### src/rtl/twos_to_float_pipe_pkg.sv
// Shared widths, saturation constants and stage records for the
// two's-complement to small-float converter family.
package twos_to_float_pipe_pkg;

  localparam int IN_W  = 12;
  localparam int EXP_W = 3;
  localparam int SIG_W = 4;
  localparam int LZ_W  = 4;

  localparam logic [IN_W-1:0]  IN_MIN  = {1'b1, {(IN_W-1){1'b0}}};
  localparam logic [IN_W-1:0]  MAG_SAT = {1'b0, {(IN_W-1){1'b1}}};
  localparam logic [LZ_W-1:0]  LZ_CAP  = LZ_W'(8);
  localparam logic [EXP_W-1:0] EXP_ONE = EXP_W'(1);
  localparam logic [EXP_W-1:0] EXP_MAX = {EXP_W{1'b1}};
  localparam logic [SIG_W-1:0] SIG_MAX = {SIG_W{1'b1}};
  localparam logic [SIG_W-1:0] SIG_OVF = {1'b1, {(SIG_W-1){1'b0}}};

  typedef struct packed {
    logic            valid;
    logic            sign;
    logic [IN_W-1:0] mag;
  } s1_t;

  typedef struct packed {
    logic             valid;
    logic             sign;
    logic [IN_W-1:0]  mag;
    logic [EXP_W-1:0] e_raw;
  } s2_t;

  typedef struct packed {
    logic             valid;
    logic             sign;
    logic [EXP_W-1:0] exp;
    logic [SIG_W-1:0] sig;
  } s3_t;

  // The most negative input has no positive twin; clamp it to the largest magnitude.
  function automatic logic [IN_W-1:0] abs_sat(input logic [IN_W-1:0] d);
    logic [IN_W-1:0] r;
    if (!d[IN_W-1])      r = d;
    else if (d == IN_MIN) r = MAG_SAT;
    else                 r = -d;
    return r;
  endfunction

endpackage

### src/rtl/twos_to_float_pipe_if.sv
// Input and output handshake bundle of the converter.
// valid/ready: a beat transfers on a rising clk edge where valid && ready are both 1;
// the producer holds its data stable while valid is high and ready is low.
interface twos_to_float_pipe_if;
  import twos_to_float_pipe_pkg::*;

  logic [IN_W-1:0]  d;
  logic             in_valid;
  logic             in_ready;
  logic             s;
  logic [EXP_W-1:0] e;
  logic [SIG_W-1:0] f;
  logic             out_valid;
  logic             out_ready;

  modport slave (
    input  d, in_valid, out_ready,
    output in_ready, s, e, f, out_valid
  );

  modport master (
    output d, in_valid, out_ready,
    input  in_ready, s, e, f, out_valid
  );

endinterface

### src/rtl/twos_to_float_pipe_priority_encoder.sv
// Leading-zero count of a 12-bit magnitude whose MSB is known to be 0,
// given bits [10:0]; result is 1..8 (capped at 8).
module priority_encoder
  import twos_to_float_pipe_pkg::*;
(
  input  logic [IN_W-2:0] in_i,
  output logic [LZ_W-1:0] lz_o
);

  // Ascending scan so the highest set bit wins; bits below 4 all map to the cap.
  always_comb begin
    lz_o = LZ_CAP;
    for (int i = 0; i < IN_W - 1; i++) begin
      if (in_i[i]) begin
        lz_o = (i <= 3) ? LZ_CAP : LZ_W'(IN_W - 1 - i);
      end
    end
  end

endmodule

### src/rtl/twos_to_float_pipe.sv
// Three-stage converter: S1 absolute value, S2 leading-zero count,
// S3 normalise/round into a sign + 3-bit exponent + 4-bit significand.
module twos_to_float_pipe
  import twos_to_float_pipe_pkg::*;
(
  input logic               clk,
  input logic               rst_n,
  twos_to_float_pipe_if.slave bus
);

  logic adv;
  s1_t  s1_q, s1_d;
  s2_t  s2_q, s2_d;
  s3_t  s3_q, s3_d;

  logic [LZ_W-1:0]  lz;
  logic [SIG_W:0]   sh;
  logic [SIG_W:0]   rsum;
  logic [EXP_W:0]   e_ext;

  // One enable for the whole pipe: it moves only when the output slot is free.
  assign adv          = !s3_q.valid || bus.out_ready;
  assign bus.in_ready = adv;

  always_comb begin
    s1_d       = '0;
    s1_d.valid = bus.in_valid;
    s1_d.sign  = bus.d[IN_W-1];
    s1_d.mag   = abs_sat(bus.d);
  end

  priority_encoder u_lzc (
    .in_i (s1_q.mag[IN_W-2:0]),
    .lz_o (lz)
  );

  always_comb begin
    s2_d       = '0;
    s2_d.valid = s1_q.valid;
    s2_d.sign  = s1_q.sign;
    s2_d.mag   = s1_q.mag;
    s2_d.e_raw = EXP_W'(LZ_CAP - lz);
  end

  // sh[0] is the round bit and sh[SIG_W:1] the kept significand.
  always_comb begin
    s3_d       = '0;
    sh         = '0;
    rsum       = '0;
    e_ext      = '0;
    s3_d.valid = s2_q.valid;
    s3_d.sign  = s2_q.sign;
    if (s2_q.e_raw == '0) begin
      s3_d.exp = '0;
      s3_d.sig = s2_q.mag[SIG_W-1:0];
    end else begin
      sh   = (SIG_W+1)'(s2_q.mag >> (s2_q.e_raw - EXP_ONE));
      rsum = {1'b0, sh[SIG_W:1]} + {{SIG_W{1'b0}}, sh[0]};
      if (rsum[SIG_W]) begin
        e_ext = {1'b0, s2_q.e_raw} + {1'b0, EXP_ONE};
        if (e_ext[EXP_W]) begin
          s3_d.exp = EXP_MAX;
          s3_d.sig = SIG_MAX;
        end else begin
          s3_d.exp = e_ext[EXP_W-1:0];
          s3_d.sig = SIG_OVF;
        end
      end else begin
        s3_d.exp = s2_q.e_raw;
        s3_d.sig = rsum[SIG_W-1:0];
      end
    end
  end

  always_ff @(posedge clk) begin
    if (!rst_n) begin
      s1_q <= '0;
      s2_q <= '0;
      s3_q <= '0;
    end else if (adv) begin
      s1_q <= s1_d;
      s2_q <= s2_d;
      s3_q <= s3_d;
    end
  end

  assign bus.out_valid = s3_q.valid;
  assign bus.s         = s3_q.sign;
  assign bus.e         = s3_q.exp;
  assign bus.f         = s3_q.sig;

endmodule

### src/flat_wrapper.sv
// flat-port wrapper written by rule: the top's interface ports become plain ports
module twos_to_float_pipe_flat import twos_to_float_pipe_pkg::*;
  (clk, rst_n, bus_d, bus_in_valid, bus_out_ready, bus_in_ready, bus_s, bus_e, bus_f, bus_out_valid);
  twos_to_float_pipe_if bus_i ();
  input logic clk;
  input logic rst_n;
  input wire logic [$bits(bus_i.d)-1:0] bus_d;
  input wire logic [$bits(bus_i.in_valid)-1:0] bus_in_valid;
  input wire logic [$bits(bus_i.out_ready)-1:0] bus_out_ready;
  output wire logic [$bits(bus_i.in_ready)-1:0] bus_in_ready;
  output wire logic [$bits(bus_i.s)-1:0] bus_s;
  output wire logic [$bits(bus_i.e)-1:0] bus_e;
  output wire logic [$bits(bus_i.f)-1:0] bus_f;
  output wire logic [$bits(bus_i.out_valid)-1:0] bus_out_valid;
  assign bus_i.d = bus_d;
  assign bus_i.in_valid = bus_in_valid;
  assign bus_i.out_ready = bus_out_ready;
  assign bus_in_ready = bus_i.in_ready;
  assign bus_s = bus_i.s;
  assign bus_e = bus_i.e;
  assign bus_f = bus_i.f;
  assign bus_out_valid = bus_i.out_valid;
  twos_to_float_pipe u_core (.clk(clk), .rst_n(rst_n), .bus(bus_i));
endmodule
### config.mk
export PLATFORM = sky130hd
export DESIGN_NAME = twos_to_float_pipe_flat
export DESIGN_NICKNAME = d
export VERILOG_FILES = /design/src/rtl/twos_to_float_pipe_pkg.sv /design/src/rtl/twos_to_float_pipe_if.sv /design/src/rtl/twos_to_float_pipe_priority_encoder.sv /design/src/rtl/twos_to_float_pipe.sv /design/src/flat_wrapper.sv
export SDC_FILE = /design/constraint.sdc
export NUM_CORES = 1
export LEC_CHECK = 0
export CAP_MARGIN = 20
export CORE_AREA = 2 2 91 93
export DETAILED_ROUTE_END_ITERATION = 7
export DIE_AREA = 0 0 93 95
export GPL_TIMING_DRIVEN = 0
export SETUP_SLACK_MARGIN = 0.4
export SLEW_MARGIN = 10
export SYNTH_ARGS = -nofsm -noshare
export SYNTH_HDL_FRONTEND = slang
export SYNTH_HIERARCHICAL = 1
export SYNTH_SLANG_ARGS = --single-unit
### constraint.sdc
create_clock -name clk -period 3.7 [get_ports clk]
set_input_delay 0.555 -clock clk [delete_from_list [all_inputs] [get_ports clk]]
set_output_delay 0.555 -clock clk [all_outputs]
set_load 0.01 [all_outputs]
**Yosys cells after proc, flatten, opt, wreduce, memory -nomap -nowiden**

Index checks and enable logic that the tools add are counted.

- Register bits after elaboration: 40
- Input bits: 16
- Output and inout bits: 10
- Word-level logic and storage cells: 33

- Add/sub/neg operators: 5
- Equal/unequal tests: 1
- Shift operators: 1
- Mux-type cells: 12
- Reduce and logical (&&, ||, !) cells: 3

Operators with widths:

| cell | number |
|---|---|
| $mux 12 | 2 |
| $mux 3 | 7 |
| $mux 7 | 3 |
| $eq 12x12->1 const B | 1 |
| $neg 12->12 | 1 |
| $shr 12x3->5 | 1 |
| $add 4x1->5 | 1 |
| $add 3x1->4 const B | 1 |
| $logic_not 3->1 | 1 |
| $sub 1x3->3 const A | 1 |
| $sub 3x1->3 const B | 1 |
| $logic_not 1->1 | 1 |
| $logic_or 1x1->1 | 1 |

**Longest topological paths before layout**

Gate-level depths: netlist of the first run.

- Depth after elaboration: 8
- Depth in mapped cells: 12
- Gate-level depth less buffers: 11

**By module**

Netlist of the first run, hierarchy kept.

By module, submodules not included:

| module | times used | cells an instance | area each (um^2) | sequential area each (um^2) |
|---|---|---|---|---|
| twos_to_float_pipe | 1 | 258 | 2,225.9 | 800.8 |
| priority_encoder | 1 | 12 | 70.1 | 0.0 |

**Least setup slack after synthesis of the first run**

OpenSTA, ideal clock, no wires.

- Path kind: register -> register
- Start: register u_core/s2_q[1] in the netlist's numbering
- End: register u_core.s3_q (netlist bit u_core/bus.e[0])
- Setup time: 0.069 ns
- Data arrival time: 2.507 ns
- Data required time: 3.631 ns
- Setup slack: 1.124 ns
- Cell stages (with the launch flop): 13
- Path buffers: 1
- Clock period less this slack: 2.576 ns
- Cells stage by stage: dfxtp_1 -> inv_1 -> ha_1 -> buf_4 -> mux4_2 -> and2_1 -> a31o_2 -> ha_1 -> ha_1 -> inv_1 -> nor2_1 -> a31o_2 -> o21ai_1

- Word-level cells in the longest chain between the ends: 5
- Elaborated cells on any way between the ends: 8
- Those cells by class: 3 x add/sub; 1 x shift; 3 x mux; 1 x reduce/logical

Ends and longest elaborated chain:

| what | RTL line | text |
|---|---|---|
| from (decl) | twos_to_float_pipe.sv:13 | `s2_t s2_q, s2_d;` |
| from (signal assigned) | twos_to_float_pipe.sv:78 | `s2_q <= '0;` |
| from (signal assigned) | twos_to_float_pipe.sv:82 | `s2_q <= s2_d;` |
| $sub 3x1->3 | twos_to_float_pipe.sv:57 | `sh = (SIG_W+1)'(s2_q.mag >> (s2_q.e_raw - EXP_ONE));` |
| $shr 12x3->5 | twos_to_float_pipe.sv:57 |  |
| $add 4x1->5 | twos_to_float_pipe.sv:58 | `rsum = {1'b0, sh[SIG_W:1]} + {{SIG_W{1'b0}}, sh[0]};` |
| $mux 7 | twos_to_float_pipe.sv:59 | `if (rsum[SIG_W]) begin` |
| $mux 7 (*) | twos_to_float_pipe.sv:53 | `if (s2_q.e_raw == '0) begin` |
| to (signal assigned) | twos_to_float_pipe.sv:79 | `s3_q <= '0;` |
| to (signal assigned) | twos_to_float_pipe.sv:83 | `s3_q <= s3_d;` |
| to (decl) | twos_to_float_pipe.sv:14 | `s3_t s3_q, s3_d;` |

Mark *: on every way between the ends. The rest lies on a longest branch, timed or not.
A chain may end at the register's enable or synchronous reset.

**Worst setup path after layout of the first run**

- Start: input bus_out_ready
- End: output bus_in_ready

- Word-level cells in the longest chain between the ends: 1

Ends and longest elaborated chain:

| what | RTL line | text |
|---|---|---|
| from (decl) | flat_wrapper.sv:9 | `input wire logic [$bits(bus_i.out_ready)-1:0] bus_out_ready;` |
| $logic_or 1x1->1 | twos_to_float_pipe.sv:22 | `assign adv = !s3_q.valid \|\| bus.out_ready;` |
| to (decl) | flat_wrapper.sv:10 | `output wire logic [$bits(bus_i.in_ready)-1:0] bus_in_ready;` |

No other way between the ends.

==> flow_metrics.tcl, run 1 <==
set metrics [dict create \
    status "completed" \
    fillers 864 \
    area_growth_syn_to_layout_pct 20.6 \
    vdd_ir_drop_max_mv 0.155 \
    setup_tns_ps 0 \
    dp_cells 399 \
    max_freq_mhz 336 \
    start_util 0.289 \
    num_rows 33 \
    cts_buffers 5 \
    postRouteAntennaNets 0 \
    leakage_nw 1.03 \
    syn_avg_cell_area_um2 8.50 \
    finalPower_mw 1.14 \
    worstPathRequired_ps 3140 \
    final_cells 407 \
    drv_cap 0 \
    grt_pass1_vias 1859 \
    drt-pass1-iter-count 4 \
    syn_nets 292 \
    cts_tree "built" \
    powerDensity_mw_per_mm2 412 \
    fin_crit_sh 0.804 \
    grt_usage 0.127 \
    htreeDepth 2 \
    regArea_um2 801 \
    post-route-min-period_ps 2970 \
    synthCells 269 \
    antenna_found_initial 0 \
    cts_buffer_depth 2 \
    drt_iter0_markers 52 \
    grt_overflow 0 \
    drt-total-wl_mm 5.30 \
    die_h_um 95 \
    yosysWarnings 6 \
    critPathKind "input pin to output port" \
    io_pins 26 \
    final_area_mm2 0.00276 \
    dieArea_mm2 0.00884 \
    placed_area_mm2 0.00267 \
    grt_max_degree 14 \
    clk_latency_ps 300 \
    holdBufCountCts 0 \
    crit_arrival_ps 2420 \
    drive_gt1_frac 0.0894 \
    crit_fanout 10 \
    drcViolationCount 0 \
    timing.slew.headroom 0.503 \
    rsz0062_at_grt "no" \
    via_per_inst 4.86 \
    io_buffers 25 \
    clkTransAtPathRegs_ps 80 \
    fp.coreArea_mm2 0.00793 \
    via_count 1978 \
    synth.cell_area_mm2 0.00229 \
    tightest_slew_ps 745 \
    wire_per_inst_um 13.0 \
    grt_pass1_wl_mm 8.96 \
    setup_violations 0 \
    multi_input_area_mm2 0.00138 \
    layout_setup_ws_ps 725 \
    clock_sinks 40 \
    slew_violations 0 \
    cp-start-kind "input pin" \
    diodes 0 \
    dp.final_hpwl_mm 3.98 \
    end_kind "output port" \
    gp_congestion 0.840 \
    finalHoldViolCount 0 \
    fin_skew_ps 5.47 \
    root_buffer "clkbuf_8" \
    dieWidth_um 93 \
    reg2reg_slack_ps 810 \
    min_path_type "flop to flop" \
    dp_slack_ps 535 \
    fin_nets 324 \
]
-- worst max-delay path: stages --
cell             delay (ps)
clkdlybuf4s50_1         400
nor2b_1                 370
inv_1                   100
clkbuf_2                230
clkbuf_1                240
clkdlybuf4s50_1         530
-- stage by stage --
step            util  hold WS, ps
2_1_floorplan      -          440
3_3_place_gp   0.337          452
3_5_place_dp   0.337          455
4_1_cts        0.348          472
5_1_grt        0.348          486
6_report       0.348          466
-- layer usage --
layer  part of all wire  global-route usage  vias up  wire length (um)
met5                  0                   0        -                 0
met4             0.0081              0.0478        0                43
met3              0.026              0.0208        4               138
met2               0.47               0.211       37              2480
met1               0.50               0.164      922              2640
li1                   -                   -     1015                 -
-- final cells by class --
cell class,instances,area share
Multi-Input combinational cell,203,0.499
Sequential cell,40,0.290
Timing Repair Buffer,25,0.0907
Tap cell,105,0.0476
Clock buffer,6,0.0263
Buffer,15,0.0254
Inverter,11,0.0150
Clock inverter,2,0.00590
-- sequential cells by signal, summed over array words and instances, names as in the netlist --
signal / cells
u_core/bus.e: 3
u_core/bus.f: 4
u_core/bus.out_valid: 1
u_core/bus.s: 1
u_core/s1_q: 14
u_core/s2_q: 17
-- where the power goes --
| part | internal [mW] | total, mW | switching, mW |
|---|---|---|---|
| clock network | 0.134 | 0.294 | 0.160 |
| logic | 0.167 | 0.339 | 0.172 |
| registers | 0.470 | 0.503 | 0.0335 |
| total | 0.771 | 1.14 | 0.366 |
-- path summary, 6_finish.rpt --
check                  from              end  depth (start not counted)
max           bus_out_ready     bus_in_ready                          6
min          u_core/s1_q[3]   u_core/s2_q[6]                          2
max reg2reg  u_core/s2_q[1]  u_core/bus.e[0]                         12
min reg2reg  u_core/s1_q[3]   u_core/s2_q[6]                          2
-- cells in the final DEF, fill, tap and decap left out, types with 4 or more instances in the layout --
cell,n
a21boi_0,20
clkdlybuf4s50_1,25
nand2_1,58
clkbuf_1,10
nand3_1,5
o31ai_1,5
inv_1,10
dfxtp_1,40
a21oi_1,17
o21ai_0,15
ha_1,7
clkbuf_8,5
mux2i_1,8
o221ai_1,4
xor2_1,7
nor2_1,15
-- timing repair --
action	in CTS	in global routing
resized for setup	0	2
buffers inserted	0	0
setup endpoints to repair	0	1
Note: power is estimated with default switching activity, not from simulation.
==> run 2, diff against run 1 <==
- clock period: 3.7 -> 2.9 ns (I/O delays scaled with it)
==> flow_metrics.tcl, run 2 (synthesized netlist as in run 1, its figures left out) <==
set metrics [dict create \
    slowest_delay_ps 400 \
    wire_per_inst_um 13.5 \
    hold_slack_ps 462 \
    slew_violations 0 \
    p_sw_mw 0.511 \
    worstRegToRegCells 12 \
    cts_buffers 5 \
    power.share.clock 0.240 \
    critPathKind "flop to flop" \
    end_kind "flop" \
    holdBufCountCts 0 \
    status "completed" \
    p_seq_frac 0.409 \
    antenna_found_initial 0 \
    crit_path_frequent_cell "ha_4" \
    drive_gt1_frac 0.167 \
    layout_common_cells "56 x nand2_1, 38 x dfxtp_1, 25 x clkdlybuf4s50_1" \
    dp.final_hpwl_mm 4.03 \
    diodes 0 \
    p_int_mw 1.07 \
    start_util 0.289 \
    clkTransAtPathRegs_ps 80 \
    top_register "u_core/s2_q" \
    via_count 2052 \
    crit_fanout 5 \
    die_h_um 95 \
    grt_pass1_vias 1918 \
    htreeDepth 2 \
    fin_skew_ps 5.31 \
    cp-start-kind "flop" \
    switching_share 0.324 \
    final_common_cell "nand2_1" \
    area_growth_syn_to_layout_pct 29.7 \
    drv_cap 0 \
    num_rows 33 \
    leakage_nw 1.10 \
    max_freq_mhz 410 \
    io_buffers 25 \
    crit_arrival_ps 2670 \
    rsz0062_at_grt "no" \
    path_cells "clkinv_8, ha_4, buf_8, mux4_2, and2_4, a31o_2, ha_4, ha_4, inv_4, nor2_4, a31o_2, o21ai_1" \
    r2r_start "u_core/s2_q[0]" \
    postRouteAntennaNets 0 \
    fp.coreArea_mm2 0.00793 \
    drt-total-wl_mm 5.63 \
    drcViolationCount 0 \
    grt_pass1_wl_mm 9.40 \
    io_pins 26 \
    r2r_end "u_core/bus.e[0]" \
    fin_nets 334 \
    slowest_stage "dfxtp_4" \
    grt_overflow 0 \
    root_buffer "clkbuf_8" \
    worstPathRequired_ps 3130 \
    min_path_type "flop to flop" \
    vdd_ir_drop_max_mv 0.191 \
    via_per_inst 4.92 \
    drt-pass1-iter-count 4 \
    post-route-min-period_ps 2440 \
    reg2reg_slack_ps 460 \
    final_util 0.374 \
    largest_reg_flops 17 \
    finalHoldViolCount 0 \
    timing.slew.headroom 0.508 \
    gp_congestion 0.869 \
    finalPower_mw 1.58 \
    cts_buffer_depth 2 \
    timing.critical_path.from "u_core/s2_q[0]" \
    setup_violations 0 \
    grt_max_degree 14 \
    powerDensity_mw_per_mm2 531 \
    combPwrFrac 0.351 \
    crit_end "u_core/bus.e[0]" \
    fin_crit_sh 0.840 \
    dieArea_mm2 0.00884 \
    dieWidth_um 93 \
    tightest_slew_ps 738 \
    grt_usage 0.134 \
    cts_tree "built" \
    clock_sinks 40 \
    setup_tns_ps 0 \
    clk_latency_ps 300 \
    drt_iter0_markers 87 \
]
-- run 2: cell types whose count changed in the layout (fill, tap and decap cells not counted), moves of 3 or more --
cell,change
ha_1,-4
ha_4,+4
buf_4,+9
buf_6,+3
-- run 2: critical path, delay by kind of cell (launching register included) --
kind / cells / cell delay [ps]
buffers and inverters: 3 / 240
adders and majority gates: 3 / 640
DFF: 1 / 400
muxes: 1 / 280
AOI/OAI and AO/OA: 3 / 600
and+or+nand+nor: 2 / 210
-- run 2: worst min-delay path by stage --
stage / startpoint / endpoint / slack (ps) / cells past startpoint
detailed placement: u_core/bus.e[2] / u_core/bus.e[2] / 450 / 2
CTS: u_core/bus.e[2] / u_core/bus.e[2] / 470 / 2
global route: u_core/s1_q[0] / u_core/s2_q[3] / 480 / 2
global placement: u_core/bus.e[2] / u_core/bus.e[2] / 450 / 2
finish: u_core/bus.e[2] / u_core/bus.e[2] / 460 / 2
floorplan: u_core/s2_q[13] / u_core/s2_q[13] / 440 / 2
-- run 2: metal layers --
| metal | share of wire | global-route usage | vias up |
|---|---|---|---|
| met5 | 0 | 0 | - |
| met4 | 0.025 | 0.0466 | 0 |
| met3 | 0.030 | 0.0200 | 14 |
| met2 | 0.47 | 0.222 | 46 |
| met1 | 0.48 | 0.178 | 961 |
| li1 | - | - | 1031 |
-- run 2: stage by stage --
| stage | cell area, um^2 | setup WS, ps | std cells |
|---|---|---|---|
| after detailed placement | 2700 | -56.6 | 399 |
| after global placement | 2700 | -55.6 | 399 |
| after CTS | 2870 | 403 | 414 |
| after floorplan | 2320 | 400 | 269 |
| after global routing | 2970 | 374 | 417 |
| final | 2970 | 464 | 417 |
-- run 2: power by group through the flow --
| stage | registers [mW] | logic [mW] | clock network, mW |
|---|---|---|---|
| after CTS | 0.642 | 0.507 | 0.391 |
| after detailed placement | 0.657 | 0.448 | 0 |
| final | 0.645 | 0.554 | 0.379 |
| after global placement | 0.655 | 0.446 | 0 |
| after global routing | 0.653 | 0.605 | 0.414 |
| after floorplan | 0.653 | 0.316 | 0 |
-- run 2: area by class of cell --
| class | count | area [um^2] |
|---|---|---|
| plain buffers | 15 | 90.1 |
| clock buffers | 6 | 72.6 |
| clock inverters | 2 | 16.3 |
| fillers | 829 | 4960 |
| inverters | 11 | 58.8 |
| multi-input cells | 203 | 1460 |
| flip-flops and latches | 40 | 808 |
| well taps | 105 | 131 |
| repair buffers | 35 | 333 |
-- run 2: what timing repair did --
| item | CTS | global route |
|---|---|---|
| endpoints found under the hold margin | 0 | 0 |
| setup buffers | 7 | 3 |
| resized for setup | 13 | 19 |
| pin swaps | 0 | 8 |
| setup endpoints to repair | 8 | 4 |
